$ cat config.mk
export PLATFORM = sky130hd
export DESIGN_NAME = vastream_gen_flat
export DESIGN_NICKNAME = d
export VERILOG_FILES = /design/src/rtl/vastream_gen_pkg.sv /design/src/rtl/vastream_gen_if.sv /design/src/rtl/va_canon_check.sv /design/src/rtl/vastream_gen.sv /design/src/flat_wrapper.sv
export SDC_FILE = /design/constraint.sdc
export NUM_CORES = 1
export LEC_CHECK = 0
export CORE_MARGIN = 2
export CORE_UTILIZATION = 45
export CTS_BUF_LIST = sky130_fd_sc_hd__clkbuf_2 sky130_fd_sc_hd__clkbuf_4 sky130_fd_sc_hd__clkbuf_8
export DETAILED_ROUTE_END_ITERATION = 6
export DONT_BUFFER_PORTS = 1
export GPL_TIMING_DRIVEN = 0
export PLACE_DENSITY = 0.61
export SYNTH_ARGS = -nofsm -noshare
export SYNTH_HDL_FRONTEND = slang
export SYNTH_SLANG_ARGS = --single-unit
$ cat constraint.sdc
create_clock -name clk -period 2.8 [get_ports clk]
set_input_delay 0.56 -clock clk [delete_from_list [all_inputs] [get_ports clk]]
set_output_delay 0.56 -clock clk [all_outputs]
set_load 0.005 [all_outputs]
$ cat src/rtl/vastream_gen_pkg.sv
// Shared types for the canonical-VA stream generator: core configuration and FSM state.
package vastream_gen_pkg;

  typedef struct packed {
    int XLEN;
    int SVMODE_BITS;
    int SV39;
    int SV48;
  } cvw_t;

  localparam cvw_t CVW_RV64 = '{XLEN: 64, SVMODE_BITS: 4, SV39: 8, SV48: 9};

  typedef enum logic {
    IDLE = 1'b0,
    RUN  = 1'b1
  } state_t;

endpackage

$ cat src/rtl/vastream_gen_if.sv
// Request and address-stream handshake bundle between a requester and vastream_gen.
interface vastream_gen_if
  import vastream_gen_pkg::*;
#(
  parameter cvw_t        P        = CVW_RV64,
  parameter int unsigned CNT_BITS = 8
) ();

  logic                ReqValid;
  logic                ReqReady;
  logic [P.XLEN-1:0]   StartAdr;
  logic [P.XLEN-1:0]   Stride;
  logic [CNT_BITS-1:0] Count;
  logic                AdrValid;
  logic                AdrReady;
  logic [P.XLEN-1:0]   AdrOut;
  logic                Done;
  logic                Fault;
  logic [P.XLEN-1:0]   FaultAdr;

  modport master (
    output ReqValid, StartAdr, Stride, Count, AdrReady,
    input  ReqReady, AdrValid, AdrOut, Done, Fault, FaultAdr
  );

  modport slave (
    input  ReqValid, StartAdr, Stride, Count, AdrReady,
    output ReqReady, AdrValid, AdrOut, Done, Fault, FaultAdr
  );

endinterface

$ cat src/rtl/va_canon_check.sv
// Combinational canonical-VA test: upper bits must be a sign extension of the top VA bit.
module va_canon_check
  import vastream_gen_pkg::*;
#(
  parameter cvw_t P = CVW_RV64
) (
  input  logic [P.SVMODE_BITS-1:0] SATP_MODE,
  input  logic [P.XLEN-1:0]        VAdr,
  output logic                     Canonical
);

  if (P.XLEN == 64) begin : g_rv64
    localparam logic [P.SVMODE_BITS-1:0] Sv39Enc = P.SV39[P.SVMODE_BITS-1:0];
    logic [63:0] w_ext39;
    logic [63:0] w_ext48;

    // Sv39 needs bits 63:38 equal, every other mode bits 63:47.
    assign w_ext39   = {{25{VAdr[38]}}, VAdr[38:0]};
    assign w_ext48   = {{16{VAdr[47]}}, VAdr[47:0]};
    assign Canonical = (SATP_MODE == Sv39Enc) ? (VAdr == w_ext39) : (VAdr == w_ext48);
  end else begin : g_rv32
    assign Canonical = 1'b1;
  end

endmodule

$ cat src/rtl/vastream_gen.sv
// Strided virtual-address generator; emits only canonical VAs and faults on entering the hole.
module vastream_gen
  import vastream_gen_pkg::*;
#(
  parameter cvw_t        P        = CVW_RV64,
  parameter int unsigned CNT_BITS = 8
) (
  input logic                     clk,
  input logic                     reset,
  input logic [P.SVMODE_BITS-1:0] SATP_MODE,
  input logic                     Flush,
  vastream_gen_if.slave           bus
);

  state_t                  r_state;
  logic [P.XLEN-1:0]       r_cur_adr;
  logic [P.XLEN-1:0]       r_stride;
  logic [P.XLEN-1:0]       r_fault_adr;
  logic [CNT_BITS-1:0]     r_remaining;
  logic [P.SVMODE_BITS-1:0] r_mode;
  logic                    r_done;
  logic                    r_fault;

  logic w_canon;
  logic w_run;
  logic w_hs;

  va_canon_check #(.P(P)) u_canon (
    .SATP_MODE (r_mode),
    .VAdr      (r_cur_adr),
    .Canonical (w_canon)
  );

  assign w_run        = (r_state == RUN);
  assign bus.ReqReady = ~w_run;
  assign bus.AdrValid = w_run & w_canon;
  assign bus.AdrOut   = r_cur_adr;
  assign bus.Done     = r_done;
  assign bus.Fault    = r_fault;
  assign bus.FaultAdr = r_fault_adr;
  assign w_hs         = bus.AdrValid & bus.AdrReady;

  always_ff @(posedge clk) begin
    if (reset) begin
      r_state     <= IDLE;
      r_cur_adr   <= '0;
      r_stride    <= '0;
      r_fault_adr <= '0;
      r_remaining <= '0;
      r_mode      <= '0;
      r_done      <= 1'b0;
      r_fault     <= 1'b0;
    end else begin
      r_done  <= 1'b0;
      r_fault <= 1'b0;
      unique case (r_state)
        IDLE: begin
          // A flush in the accept cycle drops the request.
          if (bus.ReqValid && !Flush) begin
            r_cur_adr   <= bus.StartAdr;
            r_stride    <= bus.Stride;
            r_remaining <= bus.Count;
            r_mode      <= SATP_MODE;
            if (bus.Count == '0) r_done <= 1'b1;
            else                 r_state <= RUN;
          end
        end
        RUN: begin
          if (w_hs) begin
            r_cur_adr   <= r_cur_adr + r_stride;
            r_remaining <= r_remaining - CNT_BITS'(1);
          end
          if (Flush) begin
            r_state <= IDLE;
          end else if (!w_canon) begin
            r_state     <= IDLE;
            r_done      <= 1'b1;
            r_fault     <= 1'b1;
            r_fault_adr <= r_cur_adr;
          end else if (w_hs && r_remaining == CNT_BITS'(1)) begin
            r_state <= IDLE;
            r_done  <= 1'b1;
          end
        end
        default: r_state <= IDLE;
      endcase
    end
  end

endmodule
$ cat src/flat_wrapper.sv
// flat-port wrapper written by rule: the top's interface ports become plain ports
module vastream_gen_flat import vastream_gen_pkg::*;
#(
  parameter cvw_t        P        = CVW_RV64,
  parameter int unsigned CNT_BITS = 8
)
  (clk, reset, SATP_MODE, Flush, bus_ReqValid, bus_StartAdr, bus_Stride, bus_Count, bus_AdrReady, bus_ReqReady, bus_AdrValid, bus_AdrOut, bus_Done, bus_Fault, bus_FaultAdr);
  vastream_gen_if #(.P(P), .CNT_BITS(CNT_BITS)) bus_i ();
  input logic clk;
  input logic reset;
  input logic [P.SVMODE_BITS-1:0] SATP_MODE;
  input logic Flush;
  input wire logic [$bits(bus_i.ReqValid)-1:0] bus_ReqValid;
  input wire logic [$bits(bus_i.StartAdr)-1:0] bus_StartAdr;
  input wire logic [$bits(bus_i.Stride)-1:0] bus_Stride;
  input wire logic [$bits(bus_i.Count)-1:0] bus_Count;
  input wire logic [$bits(bus_i.AdrReady)-1:0] bus_AdrReady;
  output wire logic [$bits(bus_i.ReqReady)-1:0] bus_ReqReady;
  output wire logic [$bits(bus_i.AdrValid)-1:0] bus_AdrValid;
  output wire logic [$bits(bus_i.AdrOut)-1:0] bus_AdrOut;
  output wire logic [$bits(bus_i.Done)-1:0] bus_Done;
  output wire logic [$bits(bus_i.Fault)-1:0] bus_Fault;
  output wire logic [$bits(bus_i.FaultAdr)-1:0] bus_FaultAdr;
  assign bus_i.ReqValid = bus_ReqValid;
  assign bus_i.StartAdr = bus_StartAdr;
  assign bus_i.Stride = bus_Stride;
  assign bus_i.Count = bus_Count;
  assign bus_i.AdrReady = bus_AdrReady;
  assign bus_ReqReady = bus_i.ReqReady;
  assign bus_AdrValid = bus_i.AdrValid;
  assign bus_AdrOut = bus_i.AdrOut;
  assign bus_Done = bus_i.Done;
  assign bus_Fault = bus_i.Fault;
  assign bus_FaultAdr = bus_i.FaultAdr;
  vastream_gen #(.P(P), .CNT_BITS(CNT_BITS)) u_core (.clk(clk), .reset(reset), .SATP_MODE(SATP_MODE), .Flush(Flush), .bus(bus_i));
endmodule
==> results.txt, run 1 <==
R2R Path End = u_core.bus.AdrOut[60]$_SDFFE_PP0P_
Async SR Flop Fraction = 0
Final Non-Filler Cells = 2,040
post-route ant nets = 0
gpl congestion = 0.978
critical path type = reg2reg
Die Ht = 168 µm
FP Rows = 59
Main synth FF type = dfxtp_1
DRT Pass-1 Iters = 7
worst relative slew slack = 0.228
required time worst endpoint = 3.23 ns
combinational family with the most area after synthesis = compound AO/OA/AOI/OAI gates
YS warnings = 0
setup violators final = 54
grt total ovfl = 0
worst-path maximum fanout = 4
antenna violations before repair = 4
pre-CTS setup slack = -0.916 ns
hold path depth = 1
DP HPWL = 33,100 µm
Routed WL per cell = 22.8 µm
Pwr Density = 504 nW/µm²
I/O Buffers = 0
min Tclk post-route = 3.07 ns
Total Nets Final = 1,892
starting DRC count in detailed routing = 953
filler instances = 2,444
Area contributors post-synth = dfxtp_1 34%, nand2_1 11%, a21oi_1 11%
clock sinks = 207
Max Slew Vio Count = 0
mux cell area share after synthesis = 0.0293
worst slew pin tran = 1.16 ns
Area growth syn-to-layout = 27.4%
Die ar. = 28,100 µm²
clock skew = 0.0280 ns
Seq/Total Area, Yosys = 0.344
area fraction of the dominant cell type after synthesis = 0.344
Synth Area in Adders = 0.0692
Critical Path Source Type = register
crit end category = register
clock buffer depth = 3
R2R setup slack = -0.27 ns
Tcrit/Tclk final = 1.10
Synth Instances = 1,607
wirelength, routed = 46,400 µm
Residual DRC = 19
fmax = 326 MHz
CORE AREA = 26,100 µm²
layout cells sized above 1 = 0.245
HP Class = in2reg
worst path arrival time = 3.50 ns
Post-Synthesis Cell Area = 12,000 µm²
WHS Endpoint = u_core.r_state$_SDFF_PP0_
DR vias = 12,400
Mapped Nets = 1,818
Simple-Gate Fraction of Synth Area = 0.205
I/O pins = 277
status = finished, violations left
die width = 168 µm
CTS Root Cell = clkbuf_8
vias in the first global route = 12,200
Leak Pwr = 5.61 nW
CTS tree = built
failing checks = design-rule violations, negative setup slack
post-cts hold buffer count = 0
number of synthesized flops with an enable pin = 0
Min Hold Slack = 0.0992 ns
mean post-synth cell area = 7.49 µm²
Synth cell types = 71
largest net degree at the start of global routing = 11
reg2reg path depth = 11
Overall Global Routing Usage = 0.314
worst setup margin = -0.269 ns
Final Hold Viols = 0
H-tree depth = 2
area fraction in compound gates after synthesis = 0.263
CTS buffer count = 38
hold wc startpoint = Flush
XOR/XNOR Fraction of Synth Area = 0.0378
Initial Util = 0.460
# Max-Cap Violations = 0
first-pass GRT wire length = 69,000 µm
clock-pin slew on the worst setup and hold paths = 0.06 ns
VDD IR max = 337 µV
leading area contributor after synthesis = dfxtp_1
FF-to-FF Start = u_core.bus.AdrOut[0]$_SDFFE_PP0P_
RSZ-0062 raised after global routing = yes
clock insertion delay at the later pin of the skew report = 0.56 ns
Yosys reg bits = 207
# placed instances = 1,942
via/cell ratio = 6.08
report_power, final:
part | total [mW] | internal [mW] | switching (mW)
Combinational | 1.39 | 0.569 | 0.818
Sequential | 3.27 | 3.08 | 0.191
Clock | 3.07 | 1.76 | 1.31
Total | 7.73 | 5.41 | 2.32
per-stage QoR:
step	total power, mW	area [µm²]	util	setup TNS, ns
after floorplan	4.01	12100	-	0
after global placement	4.32	12500	0.477	-71.36
after detailed placement	4.34	12500	0.478	-70.58
after CTS	7.55	14200	0.544	-3.13
after global routing	8.02	15300	0.587	-8.55
final	7.73	15300	0.587	-2.97
worst max-delay path by stage:
stage / endpoint / start / slack [ns]
global route: u_core.bus.AdrOut[60]$_SDFFE_PP0P_ / u_core.bus.AdrOut[0]$_SDFFE_PP0P_ / -0.30
CTS: u_core.bus.AdrOut[60]$_SDFFE_PP0P_ / u_core.bus.AdrOut[0]$_SDFFE_PP0P_ / -0.19
global placement: u_core.bus.AdrOut[58]$_SDFFE_PP0P_ / u_core.bus.AdrOut[26]$_SDFFE_PP0P_ / -0.91
detailed placement: u_core.bus.AdrOut[58]$_SDFFE_PP0P_ / u_core.bus.AdrOut[0]$_SDFFE_PP0P_ / -0.92
finish: u_core.bus.AdrOut[60]$_SDFFE_PP0P_ / u_core.bus.AdrOut[0]$_SDFFE_PP0P_ / -0.27
floorplan: u_core.bus.AdrOut[60]$_SDFFE_PP0P_ / u_core.bus.AdrOut[0]$_SDFFE_PP0P_ / 0.01
state kept, by name (all words and copies together), names as in the netlist:
register	flops
u_core.r_stride	64
u_core.bus.Done	1
u_core.r_remaining	8
u_core.r_state	1
u_core.r_mode	4
u_core.bus.FaultAdr	64
u_core.bus.Fault	1
u_core.bus.AdrOut	64
cell usage in the layout, fill, tap and decap left out, types with 36 or more instances in the layout:
cell	n
nor2_1	65
clkbuf_1	50
clkbuf_8	46
a21oi_1	234
nand2_1	357
dfxtp_1	162
buf_4	44
o21ai_0	39
dfxtp_2	36
critical path: stages (launching register included):
cell	delay (ns)
dfxtp_4	0.36
ha_4	0.16
fa_2	0.34
a211oi_2	0.26
o211ai_1	0.19
nand4_1	0.25
a311oi_4	0.18
o31ai_4	0.33
o2111ai_2	0.20
a311oi_2	0.32
xnor2_1	0.12
a31o_2	0.24
kinds of logic (layout without fill, tap and decap cells):
kind of cell               count (synthesis)  in the layout
AOI/OAI and AO/OA                        525            525
xor gates and xnor gates                  52             52
adders and majority gates                 66             66
buffers and inverters                    153            247
DFF                                      207            207
muxes                                     35             35
other                                      0              4
and+or+nand+nor                          569            569
cell type report:
class / instances / area, µm² / area share
Antenna cell: 4 / 10.0 / 0.000653
Buffer: 84 / 546 / 0.0356
Clock buffer: 54 / 693 / 0.0452
Clock inverter: 6 / 82.6 / 0.00538
Inverter: 35 / 131 / 0.00857
Multi-Input combinational cell: 1247 / 8430 / 0.550
Sequential cell: 207 / 4220 / 0.275
Tap cell: 335 / 419 / 0.0273
Timing Repair Buffer: 68 / 800 / 0.0521
metal layers:
| layer | GRT usage | up-vias | share of wire |
|---|---|---|---|
| met5 | 0 | - | 0 |
| met4 | 0.147 | 0 | 0.051 |
| met3 | 0.0858 | 134 | 0.10 |
| met2 | 0.511 | 601 | 0.45 |
| met1 | 0.386 | 5818 | 0.40 |
| li1 | - | 5854 | - |
synth_stat cells (3+ instances only):
master	number
nor4_1	11
o221a_2	3
o21ai_0	73
or3_1	8
o21a_1	7
o211ai_1	16
clkbuf_1	98
buf_1	7
a21o_1	28
a211oi_1	46
o22ai_1	7
inv_1	34
a31oi_1	11
a21oi_1	268
nand4_1	32
nand2b_1	7
o31ai_1	3
mux2i_1	33
a21boi_0	5
ha_1	65
buf_4	6
xor2_1	22
a31o_2	3
nor3_1	26
o21bai_1	20
and3_1	10
xnor2_1	30
a221oi_1	4
and4_1	4
nand2_1	362
a311oi_1	3
and2_1	6
dfxtp_1	207
nor2b_1	7
buf_2	6
nor2_1	73
nand3_1	11
what timing repair did:
action,in CTS,in global routing
setup endpoints to repair,139,135
cloned,4,6
pin swaps,43,68
gates resized for setup,193,249
buffers inserted,30,34
No activity file was read; power rests on OpenSTA's default activity.
==> run 2, diff against run 1 <==
--- a/config.mk
+++ b/config.mk
@@ -6,12 +6,12 @@
 export NUM_CORES = 1
 export LEC_CHECK = 0
 export CORE_MARGIN = 2
-export CORE_UTILIZATION = 45
+export CORE_UTILIZATION = 60
 export CTS_BUF_LIST = sky130_fd_sc_hd__clkbuf_2 sky130_fd_sc_hd__clkbuf_4 sky130_fd_sc_hd__clkbuf_8
 export DETAILED_ROUTE_END_ITERATION = 6
 export DONT_BUFFER_PORTS = 1
 export GPL_TIMING_DRIVEN = 0
-export PLACE_DENSITY = 0.61
+export PLACE_DENSITY = 0.78
 export SYNTH_ARGS = -nofsm -noshare
 export SYNTH_HDL_FRONTEND = slang
 export SYNTH_SLANG_ARGS = --single-unit
==> results.txt, run 2 (same netlist as run 1, synthesis figures left out) <==
CTS Root Cell = clkbuf_8
required time worst endpoint = 3.23 ns (about the same)
Die Ht = 146 µm (-13%)
clock skew = 0.0389 ns (+0.0109 ns)
H-tree depth = 2 (unchanged)
Die ar. = 21,200 µm² (-24%)
CTS tree = built
failing checks = negative setup slack
Pwr Density = 514 nW/µm² (+2.0%)
Routed WL per cell = 23.2 µm (+2.0%)
post-route cell area = 14,600 µm² (-4.5%)
antenna violations before repair = 2 (-2)
commonest non-fill, non-tap cells in the layout = 355 x nand2_1, 248 x a21oi_1, 170 x dfxtp_1
worst relative slew slack = 0.307 (+0.0792)
grt total ovfl = 0 (unchanged)
Min Hold Slack = 0.0983 ns (-0.000878 ns)
min Tclk post-route = 3.11 ns (+0.0385 ns)
wirelength, routed = 45,100 µm (-2.8%)
# Max-Cap Violations = 0 (unchanged)
first-pass GRT wire length = 67,100 µm (-2.7%)
Leak Pwr = 5.37 nW (-4.2%)
FP Rows = 51 (-14%)
I/O pins = 277 (unchanged)
vias in the first global route = 12,000 (-1.7%)
DRT Pass-1 Iters = 5 (-2)
layout cells sized above 1 = 0.193 (-0.0514)
Final Hold Viols = 0 (unchanged)
starting DRC count in detailed routing = 1,221 (+28%)
clock-pin slew on the worst setup and hold paths = 0.06 ns (about the same)
CORE AREA = 19,600 µm² (-25%)
fmax = 322 MHz (-1.2%)
setup TNS = -6.95 ns (-3.99 ns)
Area growth syn-to-layout = 21.7%
crit end category = register
Final Util = 0.747 (+0.161)
filler instances = 1,525 (-38%)
die width = 146 µm (-13%)
status = finished, violations left
clock buffer depth = 3 (unchanged)
Max Slew Vio Count = 0 (unchanged)
HP Class = in2reg
critical path type = reg2reg
worst-path maximum fanout = 4 (unchanged)
I/O Buffers = 0 (unchanged)
post-cts hold buffer count = 0 (unchanged)
Initial Util = 0.614 (+0.154)
Overall Global Routing Usage = 0.400 (+0.0864)
worst setup margin = -0.308 ns (-0.0385 ns)
via/cell ratio = 6.57 (+8.0%)
DR vias = 12,800 (+2.9%)
worst slew pin tran = 1.04 ns (-0.119 ns)
setup violators final = 70 (+30%)
Residual DRC = 0 (-19)
post-place instance area = 12,400 µm² (-0.75%)
clock sinks = 207 (unchanged)
Critical Path Source Type = register
post-route ant nets = 0 (unchanged)
gpl congestion = 1.06 (+8.4%)
worst path arrival time = 3.54 ns (+0.04 ns)
CTS buffer count = 34 (-11%)
Total Nets Final = 1,863 (-1.5%)
most common cell after layout, fill and taps aside = nand2_1
power after layout = 7.52 mW (-2.6%)
RSZ-0062 raised after global routing = yes
clock insertion delay at the later pin of the skew report = 0.57 ns (about the same)
largest net degree at the start of global routing = 11 (unchanged)
DP HPWL = 31,700 µm (-4.2%)
Tcrit/Tclk final = 1.11 (+0.0138)
VDD IR max = 412 µV (+22%)
[run 2: final timing paths]
kind	end	from	slack (ns)	cells after the start
worst max-delay path	u_core.bus.AdrOut[60]$_SDFFE_PP0P_	u_core.bus.AdrOut[0]$_SDFFE_PP0P_	-0.31	11
worst max register to register	u_core.bus.AdrOut[60]$_SDFFE_PP0P_	u_core.bus.AdrOut[0]$_SDFFE_PP0P_	-0.31	11
worst min register to register	u_core.r_mode[2]$_SDFFE_PP0P_	u_core.r_mode[2]$_SDFFE_PP0P_	0.45	2
worst min-delay path	u_core.bus.Done$_SDFF_PP0_	Flush	0.1	1
[run 2: stage by stage]
| step | worst slack (ns) | std cells |
|---|---|---|
| 4_1_cts | -0.284 | 1946 |
| 3_5_place_dp | -0.719 | 1872 |
| 2_1_floorplan | 0.0127 | 1607 |
| 6_report | -0.308 | 1944 |
| 5_1_grt | -0.386 | 1943 |
| 3_3_place_gp | -0.747 | 1872 |
[run 2: area by class of cell]
type / instances / area (µm²) / share of cell area
Sequential cell: 207 / 4220 / 0.288
Clock inverter: 9 / 81.3 / 0.00555
Buffer: 86 / 531 / 0.0362
Timing Repair Buffer: 41 / 536 / 0.0366
Tap cell: 265 / 332 / 0.0226
Clock buffer: 52 / 659 / 0.0450
Multi-Input combinational cell: 1247 / 8150 / 0.557
Inverter: 35 / 131 / 0.00897
Antenna cell: 2 / 5.00 / 0.000342
[run 2: layer usage]
metal	GRT usage	wire, µm	share of wire	up-vias
met5	0	0	0	-
met4	0.172	2140	0.047	0
met3	0.123	5630	0.12	176
met2	0.634	20000	0.44	828
met1	0.506	17400	0.39	5980
li1	-	-	-	5786
[run 2: power breakdown]
part           switching [mW]  internal (mW)  leakage (nW)
Combinational           0.800          0.532          3.28
Clock                    1.31           1.61         0.385
Sequential              0.198           3.08          1.70
[run 2: worst max-delay path, cell delays in order (launching register included)]
cell       delay, ns
dfxtp_4         0.37
ha_4            0.17
fa_2            0.34
a211oi_2        0.27
o211ai_1        0.23
nand4_1         0.23
a311oi_4        0.16
o31ai_4         0.40
o2111ai_4       0.18
a311oi_2        0.26
xnor2_1         0.12
a31o_2          0.24
[run 2: what timing repair did]
action / 4_1_cts / 5_1_grt
endpoints found under the setup margin: 142 / 132
pin swaps: 74 / 29
resized for setup: 211 / 97
setup buffers: 23 / 10
gates cloned: 8 / 0
